### src/rtl/bus_uart_tx.sv
// Memory-mapped UART transmitter.
// DATA register (BASE_ADDR) pushes a byte into a TX FIFO; STATUS register
// (BASE_ADDR+4) reports occupancy and flags and clears the sticky overflow.
// A four-state FSM drains the FIFO onto the serial line as 8N1 frames.
//
// Bus handshake: there is no stall. A store is one bus_write pulse and is
// consumed on the rising edge that ends that cycle. A load drives
// bus_read_data combinationally in the cycle bus_read is high. An unselected
// or idle bus yields zero, so several slaves can be OR-ed together.
module bus_uart_tx #(
    parameter logic [31:0] BASE_ADDR    = 32'h1000_0000,
    parameter int          CLKS_PER_BIT = 16,
    parameter int          FIFO_DEPTH   = 8
) (
    input  logic        clock,
    input  logic        reset,
    input  logic [31:0] bus_address,
    input  logic [31:0] bus_write_data,
    input  logic        bus_write,
    input  logic        bus_read,
    output logic [31:0] bus_read_data,
    output logic        tx
);

    localparam int              AW          = (FIFO_DEPTH > 1) ? $clog2(FIFO_DEPTH) : 1;
    localparam int              CW          = AW + 1;
    localparam logic [31:0]     STATUS_ADDR = BASE_ADDR + 32'd4;
    localparam logic [15:0]     BAUD_RELOAD = 16'(CLKS_PER_BIT - 1);
    localparam logic [CW-1:0]   FULL_COUNT  = CW'(FIFO_DEPTH);

    typedef enum logic [1:0] {
        IDLE  = 2'd0,
        START = 2'd1,
        DATA  = 2'd2,
        STOP  = 2'd3
    } state_t;

    // FSM state and transmit datapath
    state_t      state_q;
    state_t      state_d;
    logic [15:0] baud_q;
    logic [15:0] baud_d;
    logic [2:0]  bit_q;
    logic [2:0]  bit_d;
    logic [7:0]  shift_q;
    logic [7:0]  shift_d;
    logic        tx_q;
    logic        tx_d;
    logic        pop;

    // FIFO storage and bookkeeping
    logic [7:0]    fifo_mem [FIFO_DEPTH];
    logic [AW-1:0] wr_ptr_q;
    logic [AW-1:0] rd_ptr_q;
    logic [CW-1:0] count_q;
    logic          overflow_q;
    logic [7:0]    fifo_head;
    logic          fifo_full;
    logic          fifo_empty;

    // Bus decode
    logic        sel_data;
    logic        sel_status;
    logic        push_req;
    logic        push_ok;
    logic        ovf_set;
    logic        ovf_clear;
    logic        busy;
    logic [31:0] status_word;

    // Only the low byte of a DATA store carries payload.
    logic        unused_write_bits;

    assign sel_data    = (bus_address == BASE_ADDR);
    assign sel_status  = (bus_address == STATUS_ADDR);
    assign push_req    = bus_write && sel_data;
    assign ovf_clear   = bus_write && sel_status && bus_write_data[3];

    assign fifo_full   = (count_q == FULL_COUNT);
    assign fifo_empty  = (count_q == '0);
    assign fifo_head   = fifo_mem[rd_ptr_q];

    // A full FIFO still accepts a push when the FSM pops in the same cycle.
    assign push_ok     = push_req && (!fifo_full || pop);
    assign ovf_set     = push_req && fifo_full && !pop;

    assign busy        = (state_q != IDLE);
    assign status_word = {{(24 - CW){1'b0}}, count_q, 4'b0000,
                          overflow_q, fifo_empty, fifo_full, busy};

    assign bus_read_data = (bus_read && sel_status) ? status_word : 32'd0;
    assign tx            = tx_q;

    assign unused_write_bits = ^bus_write_data[31:8];

    // FIFO storage: written only on an accepted push, no reset needed.
    always_ff @(posedge clock) begin
        if (!reset && push_ok) begin
            fifo_mem[wr_ptr_q] <= bus_write_data[7:0];
        end
    end

    // FIFO pointers, occupancy and sticky overflow flag.
    always_ff @(posedge clock) begin
        if (reset) begin
            wr_ptr_q   <= '0;
            rd_ptr_q   <= '0;
            count_q    <= '0;
            overflow_q <= 1'b0;
        end else begin
            if (push_ok) begin
                wr_ptr_q <= wr_ptr_q + AW'(1);
            end
            if (pop) begin
                rd_ptr_q <= rd_ptr_q + AW'(1);
            end
            count_q <= count_q + CW'(push_ok) - CW'(pop);
            // A drop in the same cycle as a clear leaves the flag set.
            if (ovf_set) begin
                overflow_q <= 1'b1;
            end else if (ovf_clear) begin
                overflow_q <= 1'b0;
            end
        end
    end

    // FSM state register and transmit datapath registers.
    always_ff @(posedge clock) begin
        if (reset) begin
            state_q <= IDLE;
            baud_q  <= '0;
            bit_q   <= '0;
            shift_q <= '0;
            tx_q    <= 1'b1;
        end else begin
            state_q <= state_d;
            baud_q  <= baud_d;
            bit_q   <= bit_d;
            shift_q <= shift_d;
            tx_q    <= tx_d;
        end
    end

    // Next-state logic: each non-idle state lasts CLKS_PER_BIT cycles per bit.
    always_comb begin
        state_d = state_q;
        baud_d  = baud_q;
        bit_d   = bit_q;
        shift_d = shift_q;
        tx_d    = tx_q;
        pop     = 1'b0;

        case (state_q)
            IDLE: begin
                tx_d = 1'b1;
                if (!fifo_empty) begin
                    pop     = 1'b1;
                    shift_d = fifo_head;
                    tx_d    = 1'b0;
                    baud_d  = BAUD_RELOAD;
                    state_d = START;
                end
            end

            START: begin
                if (baud_q == 16'd0) begin
                    // Present bit 0 and pre-shift so shift_q[0] is always the next bit.
                    tx_d    = shift_q[0];
                    shift_d = {1'b0, shift_q[7:1]};
                    bit_d   = 3'd0;
                    baud_d  = BAUD_RELOAD;
                    state_d = DATA;
                end else begin
                    baud_d = baud_q - 16'd1;
                end
            end

            DATA: begin
                if (baud_q == 16'd0) begin
                    baud_d = BAUD_RELOAD;
                    if (bit_q == 3'd7) begin
                        tx_d    = 1'b1;
                        state_d = STOP;
                    end else begin
                        tx_d    = shift_q[0];
                        shift_d = {1'b0, shift_q[7:1]};
                        bit_d   = bit_q + 3'd1;
                    end
                end else begin
                    baud_d = baud_q - 16'd1;
                end
            end

            STOP: begin
                if (baud_q == 16'd0) begin
                    if (!fifo_empty) begin
                        // Chain straight into the next start bit, no idle gap.
                        pop     = 1'b1;
                        shift_d = fifo_head;
                        tx_d    = 1'b0;
                        baud_d  = BAUD_RELOAD;
                        state_d = START;
                    end else begin
                        tx_d    = 1'b1;
                        baud_d  = 16'd0;
                        state_d = IDLE;
                    end
                end else begin
                    baud_d = baud_q - 16'd1;
                end
            end

            default: begin
                tx_d    = 1'b1;
                state_d = IDLE;
            end
        endcase
    end

endmodule

### config.mk
export PLATFORM = sky130hd
export DESIGN_NAME = bus_uart_tx
export DESIGN_NICKNAME = d
export VERILOG_FILES = /design/src/rtl/bus_uart_tx.sv
export SDC_FILE = /design/constraint.sdc
export NUM_CORES = 1
export LEC_CHECK = 0
export ABC_AREA = 1
export BUFFER_PORTS_ARGS = -buffer_cell sky130_fd_sc_hd__buf_4
export CAP_MARGIN = 20
export CORE_ASPECT_RATIO = 0.7
export CORE_MARGIN = 1.5
export CORE_UTILIZATION = 45
export DETAILED_ROUTE_END_ITERATION = 10
export MAX_ROUTING_LAYER = met4
export PLACE_DENSITY = 0.67
export RECOVER_POWER = 25
export SKIP_CTS_REPAIR_TIMING = 1
export SLEW_MARGIN = 30
export SYNTH_ARGS = -nofsm -noshare
export SYNTH_HDL_FRONTEND = slang
export SYNTH_SLANG_ARGS = --single-unit
### constraint.sdc
create_clock -name clock -period 3.85 [get_ports clock]
set_input_delay 1.155 -clock clock [delete_from_list [all_inputs] [get_ports clock]]
set_output_delay 1.155 -clock clock [all_outputs]
set_load 0.02 [all_outputs]
# After elaboration in Yosys (flattened, before gate mapping)
# Memory sizes are Yosys's and may differ from the RTL's. A register that Yosys moved wholly into a read port is not among the register bits.
# Index checks and enable logic that the tools add are counted.
# classes
add_sub_neg,6
reduce_logical,23
n_eq_ne,13
muxes,38
# ops
cell,count
"32-bit by 29-bit == test with 1-bit output, second input constant",2
16-bit 2-to-1 mux,3
16-bit case mux with 3 select lines,1
8-bit 2-to-1 mux,5
8-bit case mux with 4 select lines,1
16-bit logical NOT,1
"16-bit by 1-bit subtractor with 16-bit output, second input constant",1
3-bit 2-to-1 mux,5
1-bit 2-to-1 mux,12
12-bit 2-to-1 mux,1
"2-bit != test, second input constant",6
2-bit 2-to-1 mux,5
"3-bit by 1-bit adder with 3-bit output, second input constant",3
1-bit logical AND,8
2-bit case mux with 4 select lines,1
4-bit AND reduction,2
3-bit case mux with 2 select lines,1
2-bit nonzero test,3
5-bit AND reduction,1
4-bit by 1-bit adder with 4-bit output,1
"2-bit == test, second input constant",2
"4-bit == test, second input constant",1
4-bit logical NOT,1
4-bit 2-to-1 mux,1
10 further kinds,12
# word_totals
input_bits,68
n_memories,1
ramBits,64
regBits,41
wordCells,90
out_inout_bits,33
# memory_table
memory,words,word_bits,read_ports,rd_ports_with_merged_regs,write_ports,line_no,rtl
fifo_mem,8,8,1,1,1,52,logic [7:0] fifo_mem [FIFO_DEPTH];

# Longest topological paths before layout
# depth
word_depth,9
mapped_depth,15
mapped_depth_nobuf,15

# Worst setup path after synthesis
# Ideal clock, no wire load.
# synth_timing
path_kind,input-to-output
start,input bus_address[15]
end,output bus_read_data[0]
setup_slack_ps,586
arrival_ps,2109
stages,7
cell_sequence,nor2_1 -> nand2_1 -> nor2_1 -> inv_1 -> nor2_1 -> nand3_1 -> nor2_1
# synth_between
elab_chain_cells,3
# synth_lines
item,line_no,rtl
from (decl),17,"input logic [31:0] bus_address,"
32-bit by 29-bit == test with 1-bit output,75,assign sel_status = (bus_address == STATUS_ADDR);
1-bit logical AND,91,assign bus_read_data = (bus_read && sel_status) ? status_word : 32'd0;
12-bit 2-to-1 mux,91,
to (decl),21,"output logic [31:0] bus_read_data,"
# No other way between the ends.

# Worst setup path after layout
# layout_timing
start,input bus_address[17]
end,output bus_read_data[1]
# The elaborated chain is that of the path after synthesis.

==> impl_metrics.py <==
metrics = {
    "global_route": {
        "grt_pass1_vias": 3979,
        "antenna_found_initial": 0,
        "grt_util_all_layers_pct": 20.0,
        "overflow": 0,
        "grt_first_pass_wirelength_um": 18900,
        "grt_max_degree": 34,
    },
    "sta": {
        "fin_worst_skew_ns": 0.00840,
        "fmax_mhz": 283,
        "hold_violations": 0,
        "layout_setup_ws_ns": 0.319,
        "tightest_slew_ns": 0.552,
        "hold_slack_ns": 0.472,
        "period_needed_ns": 3.53,
        "fin_setup_tns_ns": 0,
        "rsz0062_at_grt": "no",
        "slew_headroom_pct": 63.2,
        "drv_slew": 0,
        "min_period_over_period_pct": 91.7,
        "setup_viol": 0,
    },
    "routing": {
        "viasPerCell": 5.15,
        "drt_first_pass_iters": 5,
        "ant_nets": 0,
        "route.detailed.drc": 0,
        "vias": 4190,
        "drt_iter0_drc": 378,
        "wl_um": 11400,
        "avgRoutedWirePerCell_um": 14.1,
    },
    "synthesis": {
        "synth_seq_cells": 108,
        "synth.distinct_cells": 41,
        "syn_inst": 597,
        "synth-edff-count": 64,
        "seq_area_frac_synth_pct": 53.4,
        "synth-main-ff-cell": "edfxtp_1",
        "ys_warn_count": 0,
        "syn_avg_cell_area_um2": 8.79,
        "netlist_area_um2": 5250,
        "async_flop_share_pct": 0,
    },
    "critical_path": {
        "slowest_delay_ns": 0.30,
        "worst_r2r_path_depth": 11,
        "worstSetupPathType": "input port to primary output",
        "critPathMaxFanout": 8,
        "crit_chain": "buf_4 -> nor2_1 -> nand4_1 -> nor2_1 -> nand3_1 -> nor2_1 -> buf_4",
        "critPathArrivalTime_ns": 2.38,
        "worst_setup_path_end_kind": "primary output",
        "r2r_end": "count_q[2]$_SDFF_PP0_",
        "critPathRequiredTime_ns": 2.69,
        "rrSetupSlack_ns": 0.94,
        "slowest_stage": "nand3_1",
        "cp-start-kind": "input port",
        "cpMostUsedCell": "nor2_1",
        "rr_startpoint": "state_q[0]$_SDFFE_PP0P_",
    },
    "place": {
        "dp_slack_ns": 0.325,
        "portBuffers": 52,
        "dpl-instance-area_um2": 5760,
        "dp_hpwl_um": 7890,
        "place.gp.congestion": 0.824,
        "dp_cells": 797,
    },
    "cells_and_area": {
        "final_cell_mix": "nand2_1, nor2_1, edfxtp_1, buf_4, inv_1",
        "fin_nets": 739,
        "num_antenna_cells": 0,
        "layout_commonest_cell": "nand2_1",
        "area_growth_pct": 15.1,
        "fillers": 1013,
        "finalInstanceArea_um2": 6040,
        "utilization_pct": 54.1,
        "final_cells": 813,
        "drive_above_1_share_pct": 14.1,
    },
    "die": {
        "pin_count": 101,
        "die_h_um": 93.4,
        "initial_core_util_pct": 47.0,
        "core.rowCount": 32,
        "die_area_um2": 12300,
        "core_area_um2": 11200,
        "die_w_um": 132,
    },
    "clocking": {
        "htreeDepth": 3,
        "cts_tree": "yes",
        "insertion_delay_ns": 0.35,
        "clkTransAtPathRegs_ns": 0.07,
        "clock_path_buffers": 2,
        "cts_buffers": 9,
        "clock-sinks": 108,
        "root_buffer": "clkbuf_16",
    },
    "worst_hold_path": {
        "worstHoldPathCells": 2,
        "min_from": "overflow_q$_SDFFE_PP0P_",
        "hold_end": "overflow_q$_SDFFE_PP0P_",
        "worstHoldPathType": "flop to flop",
    },
    "pwr": {
        "p_leak_nw": 2.47,
        "p_total_mw": 3.99,
        "p_per_area_nw_per_um2": 661,
        "irDropWorstVdd_uv": 322,
    },
    "run": {
        "cap_violations": 0,
    },
    "status": {
        "outcome": "completed",
    },
}
-- registers in the layout (all words and copies together) (netlist names), 2 cells and up, named ones only --
register / count
baud_q: 16
fifo_mem: 64
shift_q: 8
rd_ptr_q: 3
state_q: 2
count_q: 4
wr_ptr_q: 3
bit_q: 3
-- cell families (layout without fill, tap and decap cells) --
| logic type | count (synthesis) | count (layout) | synth area share [%] |
|---|---|---|---|
| DFF | 108 | 108 | 53.4 |
| buffers and inverters | 88 | 128 | 8.15 |
| other | 1 | 24 | 0.0714 |
| adders and majority gates | 16 | 16 | 3.96 |
| xor gates and xnor gates | 7 | 7 | 1.17 |
| AOI/OAI and AO/OA | 102 | 102 | 10.6 |
| and+or+nand+nor | 275 | 275 | 22.6 |
-- cells in the mapped netlist, types with 2 or more instances --
| cell | n | share of area (%) |
|---|---|---|
| nand2_1 | 110 | 7.9 |
| nor2_1 | 96 | 6.9 |
| edfxtp_1 | 64 | 37 |
| inv_1 | 46 | 3.3 |
| dfxtp_1 | 44 | 17 |
| nand3_1 | 43 | 4.1 |
| o21ai_0 | 42 | 4.0 |
| a21oi_1 | 38 | 3.6 |
| buf_4 | 24 | 3.4 |
| ha_1 | 15 | 3.6 |
| clkbuf_1 | 11 | 0.79 |
| o21ai_1 | 10 | 0.95 |
| xor2_1 | 6 | 1.0 |
| nand4_1 | 5 | 0.60 |
| buf_2 | 4 | 0.38 |
| nand2_2 | 4 | 0.48 |
| nand2_4 | 4 | 0.86 |
| nor2_2 | 3 | 0.36 |
| a211oi_1 | 2 | 0.29 |
| nor2_4 | 2 | 0.43 |
| nor3_1 | 2 | 0.19 |
| o22ai_1 | 2 | 0.24 |
| o31ai_1 | 2 | 0.29 |
-- worst max path at each step --
stage          cells after the start       startpoint           endpoint
2_1_floorplan                      7  bus_address[15]   bus_read_data[0]
3_3_place_gp                       9  bus_address[13]  bus_read_data[10]
3_5_place_dp                       9  bus_address[15]   bus_read_data[1]
4_1_cts                            9  bus_address[15]   bus_read_data[1]
5_1_grt                            9  bus_address[15]  bus_read_data[11]
6_report                           7  bus_address[17]   bus_read_data[1]
-- final cells by class --
class,count,area (um^2),share of cell area [%]
Sequential cell,108,2800,46.4
Multi-Input combinational cell,424,2100,34.8
Timing Repair Buffer,63,450,7.45
Clock buffer,9,225,3.73
Tap cell,153,191,3.17
Inverter,49,186,3.09
Clock inverter,7,81.3,1.35
-- routing by layer --
metal	global-route usage, %	share of wire, %	vias up
li1	-	-	2063
met1	25.4	44	1923
met2	33.4	47	185
met3	2.98	8.3	19
met4	6.30	1.4	0
met5	-	0	-
-- worst max-delay path: cells and delay by family --
kind / cells / cell delay (ns)
buffers and inverters: 2 / 0.28
AND/OR/NAND/NOR: 5 / 0.95
-- report_power, final --
group | total, mW | internal (mW) | switching (mW)
Clock | 0.943 | 0.516 | 0.427
Combinational | 1.61 | 0.533 | 1.08
Sequential | 1.43 | 1.34 | 0.0884
(Power assumes the default switching activity.)
